<file path="src/rtl/fxp_pkg.sv">
// Shared Q16.16 fixed-point types and helpers for the order generation path.
// Holds the order FSM state encoding, side encoding and default thresholds.
package fxp_pkg;

    typedef enum logic [1:0] {
        ST_IDLE     = 2'd0,
        ST_HOLD     = 2'd1,
        ST_COOLDOWN = 2'd2,
        ST_HALTED   = 2'd3
    } order_state_t;

    typedef enum logic {
        SIDE_SELL = 1'b0,
        SIDE_BUY  = 1'b1
    } order_side_t;

    localparam logic signed [31:0] BUY_THRESH_DEFAULT  = 32'sh0000_8000;
    localparam logic signed [31:0] SELL_THRESH_DEFAULT = 32'shFFFF_8000;

    // Two's-complement magnitude; the most negative value has no positive
    // counterpart, so it saturates to the largest positive value.
    function automatic logic [31:0] abs_sat(input logic signed [31:0] v);
        if (v == 32'sh8000_0000) return 32'h7FFF_FFFF;
        else if (v < 0)          return 32'(-v);
        else                     return 32'(v);
    endfunction

endpackage

</file>
<file path="src/rtl/order_gen_if.sv">
// Sample-in and order-out handshake bundle between the signal source,
// order_gen and the downstream order consumer.
interface order_gen_if;

    logic        in_valid;
    logic        in_ready;
    logic [31:0] signal_in;
    logic        allow_trade_in;
    logic        kill_switch_in;

    logic        order_valid;
    logic        order_ready;
    logic        order_side;
    logic [15:0] order_qty;
    logic [15:0] order_seq;

    modport master (
        output in_valid, signal_in, allow_trade_in, kill_switch_in, order_ready,
        input  in_ready, order_valid, order_side, order_qty, order_seq
    );

    modport slave (
        input  in_valid, signal_in, allow_trade_in, kill_switch_in, order_ready,
        output in_ready, order_valid, order_side, order_qty, order_seq
    );

endinterface

</file>
<file path="src/rtl/order_gen.sv">
// Converts Q16.16 trade signals into buy/sell orders with a post-order
// cooldown, risk gating, a latched kill halt and a suppressed-crossing counter.
module order_gen
    import fxp_pkg::*;
#(
    parameter logic signed [31:0] BUY_THRESH      = BUY_THRESH_DEFAULT,
    parameter logic signed [31:0] SELL_THRESH     = SELL_THRESH_DEFAULT,
    parameter int                 COOLDOWN_CYCLES = 4,
    parameter int                 MAX_QTY         = 100
) (
    input  logic        clk,
    input  logic        rst_n,
    input  logic        halt_clear,
    order_gen_if.slave  bus,
    output logic        halted,
    output logic [15:0] drop_count
);

    localparam logic [15:0] CD_LOAD = 16'(COOLDOWN_CYCLES);
    localparam logic [15:0] QTY_MAX = 16'(MAX_QTY);

    order_state_t state_q, state_d;
    logic [15:0]  cnt_q, cnt_d;
    logic         accept, handshake;
    logic         buy_x, sell_x, crossing;
    logic         load_order, drop_inc;
    logic [31:0]  mag;
    logic [15:0]  int_part, qty_c;

    assign accept    = bus.in_valid && bus.in_ready;
    assign handshake = bus.order_valid && bus.order_ready;

    assign buy_x    = $signed(bus.signal_in) >= BUY_THRESH;
    assign sell_x   = $signed(bus.signal_in) <= SELL_THRESH;
    assign crossing = buy_x || sell_x;

    assign mag      = abs_sat(bus.signal_in);
    assign int_part = mag[31:16];
    assign qty_c    = (int_part == 16'd0)    ? 16'd1 :
                      (int_part > QTY_MAX)   ? QTY_MAX : int_part;

    assign bus.in_ready    = (state_q != ST_HOLD);
    assign bus.order_valid = (state_q == ST_HOLD);
    assign halted          = (state_q == ST_HALTED);

    // NOTE: every output of this block gets a default first so no path leaves
    // a variable unassigned, which would otherwise infer a latch.
    always_comb begin
        state_d    = state_q;
        cnt_d      = cnt_q;
        load_order = 1'b0;
        drop_inc   = 1'b0;
        unique case (state_q)
            ST_IDLE: begin
                if (accept) begin
                    if (bus.kill_switch_in) begin
                        state_d = ST_HALTED;
                    end else if (crossing && bus.allow_trade_in) begin
                        state_d    = ST_HOLD;
                        load_order = 1'b1;
                    end else if (crossing) begin
                        drop_inc = 1'b1;
                    end
                end
            end
            ST_HOLD: begin
                if (handshake) begin
                    state_d = (CD_LOAD == 16'd0) ? ST_IDLE : ST_COOLDOWN;
                    cnt_d   = CD_LOAD;
                end
            end
            ST_COOLDOWN: begin
                if (accept && bus.kill_switch_in) begin
                    state_d = ST_HALTED;
                    cnt_d   = 16'd0;
                end else begin
                    drop_inc = accept && crossing;
                    if (cnt_q <= 16'd1) begin
                        state_d = ST_IDLE;
                        cnt_d   = 16'd0;
                    end else begin
                        cnt_d = cnt_q - 16'd1;
                    end
                end
            end
            ST_HALTED: begin
                // A kill arriving with the clear keeps the block halted.
                if (halt_clear && !(accept && bus.kill_switch_in))
                    state_d = ST_IDLE;
            end
            default: state_d = ST_IDLE;
        endcase
    end

    // NOTE: sequential state uses non-blocking assignments only, so every
    // register samples pre-edge values regardless of statement order.
    always_ff @(posedge clk or negedge rst_n) begin
        if (!rst_n) begin
            state_q <= ST_IDLE;
            cnt_q   <= 16'd0;
        end else begin
            state_q <= state_d;
            cnt_q   <= cnt_d;
        end
    end

    always_ff @(posedge clk or negedge rst_n) begin
        if (!rst_n) begin
            bus.order_side <= SIDE_SELL;
            bus.order_qty  <= 16'd0;
            bus.order_seq  <= 16'd0;
            drop_count     <= 16'd0;
        end else begin
            if (load_order) begin
                bus.order_side <= buy_x ? SIDE_BUY : SIDE_SELL;
                bus.order_qty  <= qty_c;
            end
            if (handshake)
                bus.order_seq <= bus.order_seq + 16'd1;
            if (drop_inc && drop_count != 16'hFFFF)
                drop_count <= drop_count + 16'd1;
        end
    end

endmodule

</file>
<file path="src/flat_wrapper.sv">
// flat-port wrapper written by rule: the top's interface ports become plain ports
module order_gen_flat import fxp_pkg::*;
#(
    parameter logic signed [31:0] BUY_THRESH      = BUY_THRESH_DEFAULT,
    parameter logic signed [31:0] SELL_THRESH     = SELL_THRESH_DEFAULT,
    parameter int                 COOLDOWN_CYCLES = 4,
    parameter int                 MAX_QTY         = 100
)
  (clk, rst_n, halt_clear, halted, drop_count, bus_in_valid, bus_signal_in, bus_allow_trade_in, bus_kill_switch_in, bus_order_ready, bus_in_ready, bus_order_valid, bus_order_side, bus_order_qty, bus_order_seq);
  order_gen_if bus_i ();
  input  logic clk;
  input  logic rst_n;
  input  logic halt_clear;
  output logic halted;
  output logic [15:0] drop_count;
  input wire logic [$bits(bus_i.in_valid)-1:0] bus_in_valid;
  input wire logic [$bits(bus_i.signal_in)-1:0] bus_signal_in;
  input wire logic [$bits(bus_i.allow_trade_in)-1:0] bus_allow_trade_in;
  input wire logic [$bits(bus_i.kill_switch_in)-1:0] bus_kill_switch_in;
  input wire logic [$bits(bus_i.order_ready)-1:0] bus_order_ready;
  output wire logic [$bits(bus_i.in_ready)-1:0] bus_in_ready;
  output wire logic [$bits(bus_i.order_valid)-1:0] bus_order_valid;
  output wire logic [$bits(bus_i.order_side)-1:0] bus_order_side;
  output wire logic [$bits(bus_i.order_qty)-1:0] bus_order_qty;
  output wire logic [$bits(bus_i.order_seq)-1:0] bus_order_seq;
  assign bus_i.in_valid = bus_in_valid;
  assign bus_i.signal_in = bus_signal_in;
  assign bus_i.allow_trade_in = bus_allow_trade_in;
  assign bus_i.kill_switch_in = bus_kill_switch_in;
  assign bus_i.order_ready = bus_order_ready;
  assign bus_in_ready = bus_i.in_ready;
  assign bus_order_valid = bus_i.order_valid;
  assign bus_order_side = bus_i.order_side;
  assign bus_order_qty = bus_i.order_qty;
  assign bus_order_seq = bus_i.order_seq;
  order_gen #(.BUY_THRESH(BUY_THRESH), .SELL_THRESH(SELL_THRESH), .COOLDOWN_CYCLES(COOLDOWN_CYCLES), .MAX_QTY(MAX_QTY)) u_core (.clk(clk), .rst_n(rst_n), .halt_clear(halt_clear), .bus(bus_i), .halted(halted), .drop_count(drop_count));
endmodule
</file>
<file path="config.mk">
export PLATFORM = sky130hd
export DESIGN_NAME = order_gen_flat
export DESIGN_NICKNAME = d
export VERILOG_FILES = /design/src/rtl/fxp_pkg.sv /design/src/rtl/order_gen_if.sv /design/src/rtl/order_gen.sv /design/src/flat_wrapper.sv
export SDC_FILE = /design/constraint.sdc
export NUM_CORES = 1
export LEC_CHECK = 0
export BUFFER_PORTS_ARGS = -buffer_cell sky130_fd_sc_hd__buf_4
export CAP_MARGIN = 30
export CORE_MARGIN = 3
export CORE_UTILIZATION = 40
export CTS_BUF_LIST = sky130_fd_sc_hd__clkbuf_16
export CTS_CLUSTER_DIAMETER = 60
export CTS_CLUSTER_SIZE = 30
export DETAILED_ROUTE_END_ITERATION = 10
export GPL_ROUTABILITY_DRIVEN = 0
export GPL_TIMING_DRIVEN = 0
export SETUP_SLACK_MARGIN = 0.02
export SKIP_CTS_REPAIR_TIMING = 1
export SYNTH_ARGS = -nofsm -noshare
export SYNTH_HDL_FRONTEND = slang
export SYNTH_SLANG_ARGS = --single-unit
</file>
<file path="constraint.sdc">
create_clock -name clk -period 3.4 [get_ports clk]
set_clock_uncertainty 0.15 [all_clocks]
set_input_delay 0.34 -clock clk [delete_from_list [all_inputs] [get_ports clk]]
set_output_delay 0.34 -clock clk [all_outputs]
set_load 0.01 [all_outputs]
</file>
After elaboration in Yosys (flattened, before gate mapping)
Cells that the tools add are included. W data, S select, Z words.

$add $sub $neg: 4. $lt $le $gt $ge: 5. Equal/unequal tests: 11. Multiplexer cells: 27. Reductions and logical operators: 14.

Operator list (count): $mux W16 (5); $mux W32 (2); $add A16 B1 Y16 const B (2); $eq A32 B32 Y1 const B (1); $ge A32 B17 Y1 const B (1); $le A32 B16 Y1 const B (1); $lt A32 B1 Y1 const B (1); $neg A32 Y32 (1); $pmux W16 S2 (1); $gt A16 B7 Y1 const B (1); $le A16 B1 Y1 const B (1); $logic_not A16 Y1 (1); $ne A16 B16 Y1 const B (1); $sub A16 B1 Y16 const B (1); $mux W2 (7); $mux W1 (10); $pmux W2 S4 (1); $logic_and A1 B1 Y1 (7); $ne A2 B1 Y1 const B (3); $reduce_and A5 Y1 (1); $eq A2 B2 Y1 const B (2); $ne A3 B1 Y1 const B (1); $ne A3 B2 Y1 const B (1); $eq A2 B1 Y1 const B (1); 7 further kinds (7).

Register bits after elaboration: 67. Input bits: 39. Output and inout port bits: 52. Logic and storage cells: 67.

Depth between registers and ports, before layout
Depth in word-level cells: 8. Depth in mapped cells: 11. Depth with buffers taken out: 10.

Worst setup path after synthesis
No wires, ideal clock.

Path kind: input -> register. Start: input bus_signal_in[5]. End: register u_core.bus.order_qty[5]. Setup time: 0.135 ns. Arrival: 2.417 ns. Data required time: 3.115 ns. Setup slack: 0.698 ns. Cell stages on the path: 9. Buffers on the path: 1. Cell sequence: nor4_1 > and4b_1 > a2111oi_1 > or4b_4 > or3_1 > buf_6 > a211o_4 > nor2_8 > a32oi_2.

Word-level cells in the longest chain between the ends: 7. Elaborated cells between the ends (all ways): 17. Classes of those cells: add/sub: 1; order compare: 4; eq/ne: 1; mux: 8; reduce/logical: 3.

RTL lines: from (decl) (RTL line flat_wrapper.sv:17) `input wire logic [$bits(bus_i.signal_in)-1:0] bus_signal_in;`; parallel branches: the longest is 7 deep, another holds $neg A32 Y32; to (signal assigned) (RTL line order_gen.sv:116) `bus.order_qty <= qty_c;`; to (decl) (RTL line order_gen_if.sv:24) `output in_ready, order_valid, order_side, order_qty, order_seq`.

Several ways; the timed one is not identified. A chain may end at the register's enable or synchronous reset.

Worst setup path in the final report
Start: register u_core.state_q[0]. End: register u_core.bus.order_seq[15].

Word-level cells in the longest chain between the ends: 2.

RTL lines: from (decl) (RTL line order_gen.sv:22) `order_state_t state_q, state_d;`; from (signal assigned) (RTL line order_gen.sv:102) `state_q <= state_d;`; $eq A2 B1 Y1 (RTL line order_gen.sv:43) `assign bus.order_valid = (state_q == ST_HOLD);`; $logic_and A1 B1 Y1 (RTL line order_gen.sv:31) `assign handshake = bus.order_valid && bus.order_ready;`; to (signal assigned) (RTL line order_gen.sv:119) `bus.order_seq <= bus.order_seq + 16'd1;`; to (decl) (RTL line order_gen_if.sv:24).

Every way passes these cells.

==> impl_results.md <==
- Status: complete, but fails checks
- Failing checks: negative hold slack
- Routed len/inst: 15.2 um
- Worst Hold Slack: -0.0467 ns
- Std cell rows: 34
- Drt total wl: 9.05 mm
- Storage cell area: 0.00168 sq mm
- Nets: 527
- Worst-Margin Slew: 0.839 ns
- Leak pwr: 2.25 nW
- Final setup violation count: 0
- CP Launch Type: flop
- Dpl hpwl: 6.65 mm
- First-pass GRT wire length: 14.6 mm
- Largest net degree at the start of global routing: 68
- Mapped Cells: 385
- Pre-Repair DR Iteration Count: 4
- RSZ-0062 raised after global routing: false
- Worst EP arrival: 2.88 ns
- Initial Utilization: 0.420
- Area grow syn2layout: 30.2%
- Avg Inst Size Synth: 9.65 sq um
- FMAX: 360 MHz
- Htree depth: 3
- Crit path capture type: flop
- Crit path time final: 2.78 ns
- Total CTS buffers: 9
- Seq cells post-synth: 67
- Critical path class: reg -> reg
- Netlist cell types: 61
- PwrDens: 615 mW/mm^2
- Pwr Total: 0.00297 W
- Worst R2R Start: u_core.state_q[0]$_DFFE_PN0P_
- Sw Ratio: 0.339
- CTS tree: done
- EDFF count, synth: 0
- Slew Limit Fails: 0
- Total global-route track usage: 0.176
- Seq/Total Area, Yosys: 0.451
- Vias in the first global route: 3054
- Slew HR: 0.441
- Starting DRT DRC Count: 121
- Root Driver: clkbuf_16
- NetSw: 0.00101 W
- Worst Setup SP: u_core.state_q[0]$_DFFE_PN0P_
- Port buffer count: 88
- Overflow after GRT: 0
- Pint: 0.00196 W
- CP required: 3.50 ns
- Maximum vdd drop: 0.297 mV
- Crit path max fanout: 10
- Seq pwr share: 0.368
- Syn nets: 428
- DRT antenna net count: 0
- Routed vias/inst: 5.40
- Via Count: 3222
- Tcrit/Tclk final: 0.818
- # DRC: 0
- Final core utilization: 0.546
- Comb power frac: 0.293
- Max_cap viols: 0
- Ys async rst share: 1.00
- Clk pwr share: 0.339
- Fillcell total: 821
- Final Hold Fails: 43
- Final Non-Filler Cells: 597
- Die Ht: 102 um
- Cells after DPL: 581
- Antenna fix cells: 0
- Synth Cell Area: 0.00371 sq mm
- Worst Hold Class: in -> async
- Setup TNS: 0 ns
- Longest Clk Path Bufs: 2
- Initial antenna violation count: 0
- Clock-pin slew on the worst setup and hold paths: 0.06 ns
- Full die area: 0.0105 sq mm
- Yosys warnings: 0
- Clock sinks: 67
- Chip width: 102 um
- Core area: 0.00885 sq mm
- IO Count: 91
- Proportion of layout cells with a drive suffix above 1: 0.266
- Dominant synthesized flop cell: dfrtp_1
- Worst-skew pair later-pin latency: 0.33 ns
- Multi-input logic area: 0.00190 sq mm
worst paths after layout:
kind	cells past startpoint	endpoint	slack [ns]
min in group clk	3	u_core.state_q[1]$_DFFE_PN0P_	0.16
setup reg to reg	9	u_core.bus.order_seq[15]$_DFFE_PN0P_	0.62
max in group asynchronous	1	u_core.drop_count[5]$_DFFE_PN0P_	2.58
hold reg to reg	1	u_core.bus.order_seq[15]$_DFFE_PN0P_	0.32
setup / recovery	9	u_core.bus.order_seq[15]$_DFFE_PN0P_	0.62
hold / removal	1	u_core.cnt_q[2]$_DFFE_PN0P_	-0.05
per-layer routing:
metal  up-vias  part of all wire  GRT usage
met3        10             0.056     0.0532
met1      1529              0.44      0.228
li1       1596                 -          -
met5         -                 0          0
met2        87              0.50      0.294
met4         0            0.0071     0.0333
cells in the final DEF (no fill, tap or decap), drive strengths merged, types with 12 or more instances in the layout:
| master | n |
|---|---|
| buf | 97 |
| dfrtp | 67 |
| nor2 | 42 |
| nand2 | 29 |
| xnor2 | 28 |
| nand3 | 18 |
| nor3 | 16 |
| clkbuf | 15 |
| inv | 14 |
| o21ai | 13 |
| nand4 | 12 |
| a21oi | 12 |
critical path, stage by stage (launching register included):
cell and delay (ns):
dfrtp_1 0.32, clkbuf_1 0.31, nor2b_1 0.26, and2_1 0.15
clkbuf_1 0.37, and4_1 0.28, nand3_1 0.13, or3_1 0.42
nor2_1 0.16, xor2_1 0.16
registers in the layout (all words and copies together), names as in the netlist:
| signal | flops |
|---|---|
| u_core.bus.order_side | 1 |
| u_core.cnt_q | 16 |
| u_core.bus.order_seq | 16 |
| u_core.drop_count | 16 |
| u_core.bus.order_qty | 16 |
| u_core.state_q | 2 |
kinds of logic (layout without fill, tap and decap cells):
family	count (synthesis)	after routing	share of synthesized area
DFF	67	67	0.451
adders and majority gates	4	4	0.0135
and+or+nand+nor	176	176	0.257
xor gates and xnor gates	39	39	0.0920
buffers and inverters	27	131	0.0360
AOI/OAI and AO/OA	71	71	0.147
muxes	1	1	0.00303
cell usage after synthesis, types with 6 or more instances:
library cell / count / area (sq um)
a21oi_1: 12 / 60.1
and2_1: 11 / 68.8
and3_1: 6 / 37.5
clkbuf_1: 6 / 22.5
dfrtp_1: 67 / 1680
inv_1: 12 / 45.0
nand2_1: 29 / 109
nand3_1: 18 / 90.1
nand4_1: 12 / 75.1
nor2_1: 40 / 150
nor3_1: 15 / 75.1
nor4_1: 10 / 62.6
o21ai_0: 13 / 65.1
or3_1: 9 / 56.3
xnor2_1: 28 / 245
xor2_1: 11 / 96.3
metrics by stage:
| stage | setup WS (ns) | area (sq um) |
|---|---|---|
| 2_1_floorplan | 0.698 | 3710 |
| 3_3_place_gp | 0.324 | 4510 |
| 3_5_place_dp | 0.258 | 4510 |
| 4_1_cts | 0.599 | 4830 |
| 5_1_grt | 0.304 | 4830 |
| 6_report | 0.620 | 4830 |
power by group through the flow:
stage	Combinational [W]	Sequential, W	Clock [W]
after floorplan	0.000543	0.00110	0
after global placement	0.000860	0.00110	0
after detailed placement	0.000876	0.00111	0
after CTS	0.000882	0.00109	0.00103
after global routing	0.000980	0.00112	0.00107
final	0.000872	0.00109	0.00101
layout make-up:
class	count	share of cell area
Sequential cell	67	0.347
Clock buffer	9	0.0466
Inverter	12	0.00932
Tap cell	108	0.0280
Multi-Input combinational cell	291	0.394
Timing Repair Buffer	88	0.137
Clock inverter	7	0.0207
Buffer	15	0.0184
(Power assumes the default switching activity.)
